<file path="src/rtl/add_serial_pkg.sv">
// Shared definitions for the add_serial operand sequencer: FSM state encoding
// and default sizing for the serial adder datapath.
package add_serial_pkg;

    localparam int DEF_WIDTH      = 8;
    localparam int DEF_FIFO_DEPTH = 4;
    localparam int DEF_ADD_LAT    = 9;

    typedef enum logic [2:0] {
        S_IDLE    = 3'd0,
        S_START   = 3'd1,
        S_WAIT    = 3'd2,
        S_CAPTURE = 3'd3,
        S_RELEASE = 3'd4
    } seq_state_t;

endpackage

</file>
<file path="src/rtl/add_serial_fifo.sv">
// Synchronous FIFO holding packed operand pairs; no bypass, so a word pushed
// into an empty FIFO is visible on pop_data only from the following cycle.
module add_serial_fifo #(
    parameter int DW    = 16,
    parameter int DEPTH = 4
) (
    input  logic          clk,
    input  logic          rst,
    input  logic          push,
    input  logic [DW-1:0] push_data,
    input  logic          pop,
    output logic [DW-1:0] pop_data,
    output logic          full,
    output logic          empty
);

    localparam int AW    = $clog2(DEPTH);
    localparam int CNT_W = AW + 1;

    logic [DW-1:0]    mem [DEPTH];
    logic [AW-1:0]    wr_ptr;
    logic [AW-1:0]    rd_ptr;
    logic [CNT_W-1:0] count;

    // Storage carries no reset; occupancy is tracked by the pointers and count.
    always_ff @(posedge clk) begin
        if (push) begin
            mem[wr_ptr] <= push_data;
        end
    end

    always_ff @(posedge clk or posedge rst) begin
        if (rst) begin
            wr_ptr <= '0;
            rd_ptr <= '0;
            count  <= '0;
        end else begin
            if (push) begin
                wr_ptr <= wr_ptr + AW'(1);
            end
            if (pop) begin
                rd_ptr <= rd_ptr + AW'(1);
            end
            case ({push, pop})
                2'b10:   count <= count + CNT_W'(1);
                2'b01:   count <= count - CNT_W'(1);
                default: count <= count;
            endcase
        end
    end

    assign pop_data = mem[rd_ptr];
    assign full     = (count == CNT_W'(DEPTH));
    assign empty    = (count == '0);

endmodule

</file>
<file path="src/rtl/add_serial_seq.sv">
// Feeds buffered operand pairs one at a time into the add_serial bit-serial
// adder, waits out its latency and hands the sum to a valid/ready result port.
module add_serial_seq
    import add_serial_pkg::*;
#(
    parameter int WIDTH      = DEF_WIDTH,
    parameter int FIFO_DEPTH = DEF_FIFO_DEPTH,
    parameter int ADD_LAT    = DEF_ADD_LAT
) (
    input  logic             clk,
    input  logic             rst,
    input  logic             in_valid,
    output logic             in_ready,
    input  logic [WIDTH-1:0] in_a,
    input  logic [WIDTH-1:0] in_b,
    output logic             add_en,
    output logic [WIDTH-1:0] add_a,
    output logic [WIDTH-1:0] add_b,
    input  logic [WIDTH-1:0] add_out,
    output logic             res_valid,
    input  logic             res_ready,
    output logic [WIDTH-1:0] res_sum,
    output logic             busy
);

    localparam int CW = $clog2(ADD_LAT);
    localparam logic [CW-1:0] LAT_LAST = CW'(ADD_LAT - 1);

    seq_state_t         state;
    seq_state_t         state_next;
    logic [CW-1:0]      lat_cnt;
    logic               lat_clr;
    logic               lat_inc;
    logic               capture;
    logic               push;
    logic               pop;
    logic               fifo_full;
    logic               fifo_empty;
    logic [2*WIDTH-1:0] fifo_rd_data;

    assign push     = in_valid && in_ready;
    assign pop      = (state == S_IDLE) && !fifo_empty;
    assign in_ready = !fifo_full;

    add_serial_fifo #(
        .DW    (2 * WIDTH),
        .DEPTH (FIFO_DEPTH)
    ) u_fifo (
        .clk       (clk),
        .rst       (rst),
        .push      (push),
        .push_data ({in_a, in_b}),
        .pop       (pop),
        .pop_data  (fifo_rd_data),
        .full      (fifo_full),
        .empty     (fifo_empty)
    );

    always_ff @(posedge clk or posedge rst) begin
        if (rst) begin
            state <= S_IDLE;
        end else begin
            state <= state_next;
        end
    end

    // A finished sum may only overwrite the result register once the previous
    // one has been taken; until then the adder keeps holding it in DONE.
    always_comb begin
        state_next = state;
        lat_clr    = 1'b0;
        lat_inc    = 1'b0;
        capture    = 1'b0;
        case (state)
            S_IDLE: begin
                if (!fifo_empty) begin
                    state_next = S_START;
                end
            end
            S_START: begin
                lat_clr    = 1'b1;
                state_next = S_WAIT;
            end
            S_WAIT: begin
                if (lat_cnt == LAT_LAST) begin
                    state_next = S_CAPTURE;
                end else begin
                    lat_inc = 1'b1;
                end
            end
            S_CAPTURE: begin
                if (!res_valid || res_ready) begin
                    capture    = 1'b1;
                    state_next = S_RELEASE;
                end
            end
            S_RELEASE: begin
                state_next = S_IDLE;
            end
            default: begin
                state_next = S_IDLE;
            end
        endcase
    end

    always_ff @(posedge clk or posedge rst) begin
        if (rst) begin
            lat_cnt <= '0;
        end else if (lat_clr) begin
            lat_cnt <= '0;
        end else if (lat_inc) begin
            lat_cnt <= lat_cnt + CW'(1);
        end
    end

    always_ff @(posedge clk or posedge rst) begin
        if (rst) begin
            add_a <= '0;
            add_b <= '0;
        end else if (pop) begin
            {add_a, add_b} <= fifo_rd_data;
        end
    end

    // A capture in the same cycle as an accept keeps res_valid asserted.
    always_ff @(posedge clk or posedge rst) begin
        if (rst) begin
            res_sum   <= '0;
            res_valid <= 1'b0;
        end else if (capture) begin
            res_sum   <= add_out;
            res_valid <= 1'b1;
        end else if (res_valid && res_ready) begin
            res_valid <= 1'b0;
        end
    end

    assign add_en = (state == S_START) || (state == S_RELEASE);
    assign busy   = (state != S_IDLE) || !fifo_empty;

endmodule

</file>
<file path="config.mk">
export PLATFORM = sky130hd
export DESIGN_NAME = add_serial_seq
export DESIGN_NICKNAME = d
export VERILOG_FILES = /design/src/rtl/add_serial_pkg.sv /design/src/rtl/add_serial_fifo.sv /design/src/rtl/add_serial_seq.sv
export SDC_FILE = /design/constraint.sdc
export NUM_CORES = 1
export LEC_CHECK = 0
export ABC_AREA = 1
export CORE_MARGIN = 1
export CORE_UTILIZATION = 55
export DETAILED_ROUTE_END_ITERATION = 8
export PLACE_DENSITY = 0.78
export SYNTH_ARGS = -nofsm -noshare
export SYNTH_HDL_FRONTEND = slang
export SYNTH_HIERARCHICAL = 1
export SYNTH_SLANG_ARGS = --single-unit
</file>
<file path="constraint.sdc">
create_clock -name clk -period 5.5 [get_ports clk]
set_clock_uncertainty 0.15 [all_clocks]
set_input_delay 1.65 -clock clk [delete_from_list [all_inputs] [get_ports clk]]
set_output_delay 1.65 -clock clk [all_outputs]
set_load 0.05 [all_outputs]
</file>
==> results.ini <==
[critical_path]
cpMaxStageDelayCell=clkdlybuf4s50_1
worstSetupEndpoint=busy
r2r_cells=10
crit_path_start_kind=flop
path_cells=nor3_1 -> nand3_1 -> clkdlybuf4s50_1
endpoint_kind=primary output
slowest_delay_ns=0.73
arrival_ns=2.03
cp_max_fo=4
critPathLaunch=u_fifo/count[0]
cp.required_ns=3.70
r2r_start=state[2]
ff2ff_setup_slack_ns=3.05
reg2reg_to=u_fifo/count[2]
critical_path_class=flop to primary output

[pwr]
pwr-share-seq=0.387
p_leak_nw=2.36
p_per_area_mw_per_mm2=588
ir_drop_mv=0.290
power_switching_w=0.00142
pwr-share-clk=0.131
p_sw_frac=0.449
comb_power_share=0.482
internal_power_w=0.00174

[clock_network]
cts_sinks=103
cts_max_level=3
numCtsBuffers=9
post_cts_resized=0
cts_tree=done
cts-hold-fix-buffers=0
clk_pin_slew_ns=0.10
cts_root_buf=clkbuf_8
clk_latency_ns=0.35
post_cts_buffers=0
cts_buffer_depth=2

[synthesis]
synth_edf_count=64
yosysTopAreaCellShare=0.413
muxShareOfSynthArea=0
synthTopCellsByArea=edfxtp_1 (41%), dfrtp_1 (21%), nand2_1 (8.5%)
netlist_top_cells_count=nand2_1 (105), edfxtp_1 (64), inv_1 (57)
syn_nets=438
syn_area_per_cell_um2=11.6
synth-seq-area-share=0.622
synthArstFlopShare=0.379
synthAdderAreaFrac=0.0231
yosysMostFrequentCell=nand2_1
synth_cell_type_count=30
synth_flop_cell=edfxtp_1
synthesis.area_mm2=0.00466
synth_seq_cells=103
yosysWarnings=6
synthCells=402
synth_compound_area_frac=0.0838
synthSimpleGateAreaFrac=0.170
synth_top_family_by_area=simple AND/OR/NAND/NOR gates
synth_top_cell_by_area=edfxtp_1
synthXorXnorAreaFrac=0.0110

[place]
gp_congestion=0.757
place_area_mm2=0.00519
hpwlAfterDp_um=5260
numPlacedInstances=551
io_buffers=55
dp_slack_ns=1.83

[floorplanning]
ios=56
fp-row-count=33
die_w_um=94.0
start_util=0.567
core_area_mm2=0.00822
die_area_mm2=0.00884
die_h_um=94.0

[run]
max_cap_violations=0

[final_layout]
fin_area_mm2=0.00536
drive_gt1_frac=0.206
diodes=0
fin_cells=567
nNetsFinal=493
area_delta_synth_final_pct=15.2

[route]
first_pass_iters=4
vias=2756
viasPerCell=4.86
drt_first_iter_violations=127
wl_um=7760
ant_nets=0
route.detailed.drc=0
wl_per_cell_um=13.7

[timing]
report.final.slew_viol_count=0
slew_headroom=0.425
period_minus_slack_ns=3.83
fmax_mhz=261
fin_hold_ws_ns=0.339
final.setup.tns_ns=0
finalHoldViolations=0
finalSetupViolCount=0
worstMarginPinSlew_ns=0.862
fin_crit_sh=0.697
rsz0062_at_grt=false
layout_setup_ws_ns=1.67

[grt]
grt_max_degree=67
grt.total_usage=0.195
antenna_found_initial=0
grt_pass1_wl_um=12700
globalRouteOverflowTotal=0
grt_pass1_vias=2656

[outcome]
status=finished, final reports clean

[worst_hold_path]
hold_class=flop to flop

worst min path at each step:
stage,to,from,slack (ns),cells past startpoint
2_1_floorplan,u_fifo/count[2],u_fifo/count[2],0.31,2
3_3_place_gp,add_a[1],add_a[1],0.31,2
3_5_place_dp,add_a[7],add_a[7],0.32,2
4_1_cts,add_b[5],add_b[5],0.34,2
5_1_grt,add_b[5],add_b[5],0.36,2
6_report,add_b[5],add_b[5],0.34,2
logic make-up (layout without fill, tap and decap cells):
| group | count (synthesis) | count (layout) |
|---|---|---|
| compound gates | 39 | 39 |
| xor+xnor | 5 | 5 |
| fa+ha+maj | 8 | 8 |
| buf+inv | 78 | 138 |
| flops | 103 | 103 |
| simple gates | 169 | 169 |
layer usage:
metal,global-route usage,up-vias,part of all wire
li1,-,1407,-
met1,0.237,1295,0.44
met2,0.342,52,0.51
met3,0.0510,2,0.039
met4,0.0500,0,0.0068
met5,0,-,0
through the flow:
step | total power [W] | util
after floorplan | 0.00246 | -
after global placement | 0.00271 | 0.632
after detailed placement | 0.00277 | 0.632
final | 0.00315 | 0.653
after global routing | 0.00337 | 0.653
after CTS | 0.00319 | 0.653
power by group through the flow:
stage               Combinational, W  Clock [W]  Sequential (W)
CTS                          0.00154   0.000428         0.00122
floorplan                   0.000957          0         0.00150
global placement             0.00149          0         0.00122
detailed placement           0.00154          0         0.00124
finish                       0.00152   0.000415         0.00122
global route                 0.00167   0.000460         0.00124
flip-flops by register name (all words and copies together) (netlist names):
signal and cells:
add_a 8, add_b 8, lat_cnt 4, res_sum 8
res_valid 1, state 3, u_fifo/count 3, u_fifo/mem 64
u_fifo/rd_ptr 2, u_fifo/wr_ptr 2
layout make-up:
type | count | area (µm²)
Clock buffer | 10 | 128
Clock inverter | 6 | 42.5
Fill cell | 616 | 2850
Inverter | 65 | 256
Multi-Input combinational cell | 221 | 1340
Sequential cell | 103 | 2900
Tap cell | 105 | 131
Timing Repair Buffer | 57 | 566
critical path: cells and delay by family (launching register included):
kind	cells	cell delay [ns]
buffers and inverters	1	0.73
DFF	1	0.44
and+or+nand+nor	2	0.50
cell usage in the layout, fill, tap and decap left out:
cell type	netlist	routed
clkinv_4	2	2
clkbuf_8	0	9
xnor2_1	1	1
edfxtp_1	64	64
ha_1	7	7
inv_8	0	1
clkdlybuf4s50_1	0	55
fa_1	1	1
xor2_2	1	1
nor3_1	2	2
clkinv_2	0	1
nand2_4	1	1
nand2_2	41	41
o21ai_0	4	4
o211ai_2	23	23
clkinv_1	0	1
clkbuf_1	0	1
inv_2	5	5
dfrtp_1	39	38
buf_4	1	2
o211ai_1	9	9
o21ai_1	2	2
nand3_4	1	1
a21oi_1	1	1
nor2_1	4	4
inv_6	0	2
inv_1	57	57
inv_4	1	1
clkinvlp_2	0	1
xor2_1	3	3
nand3_1	9	9
nor2_4	1	1
nor2_2	2	2
nand4_1	3	3
nand2_1	105	105
dfrtp_2	0	1
No activity file was read; power rests on OpenSTA's default activity.
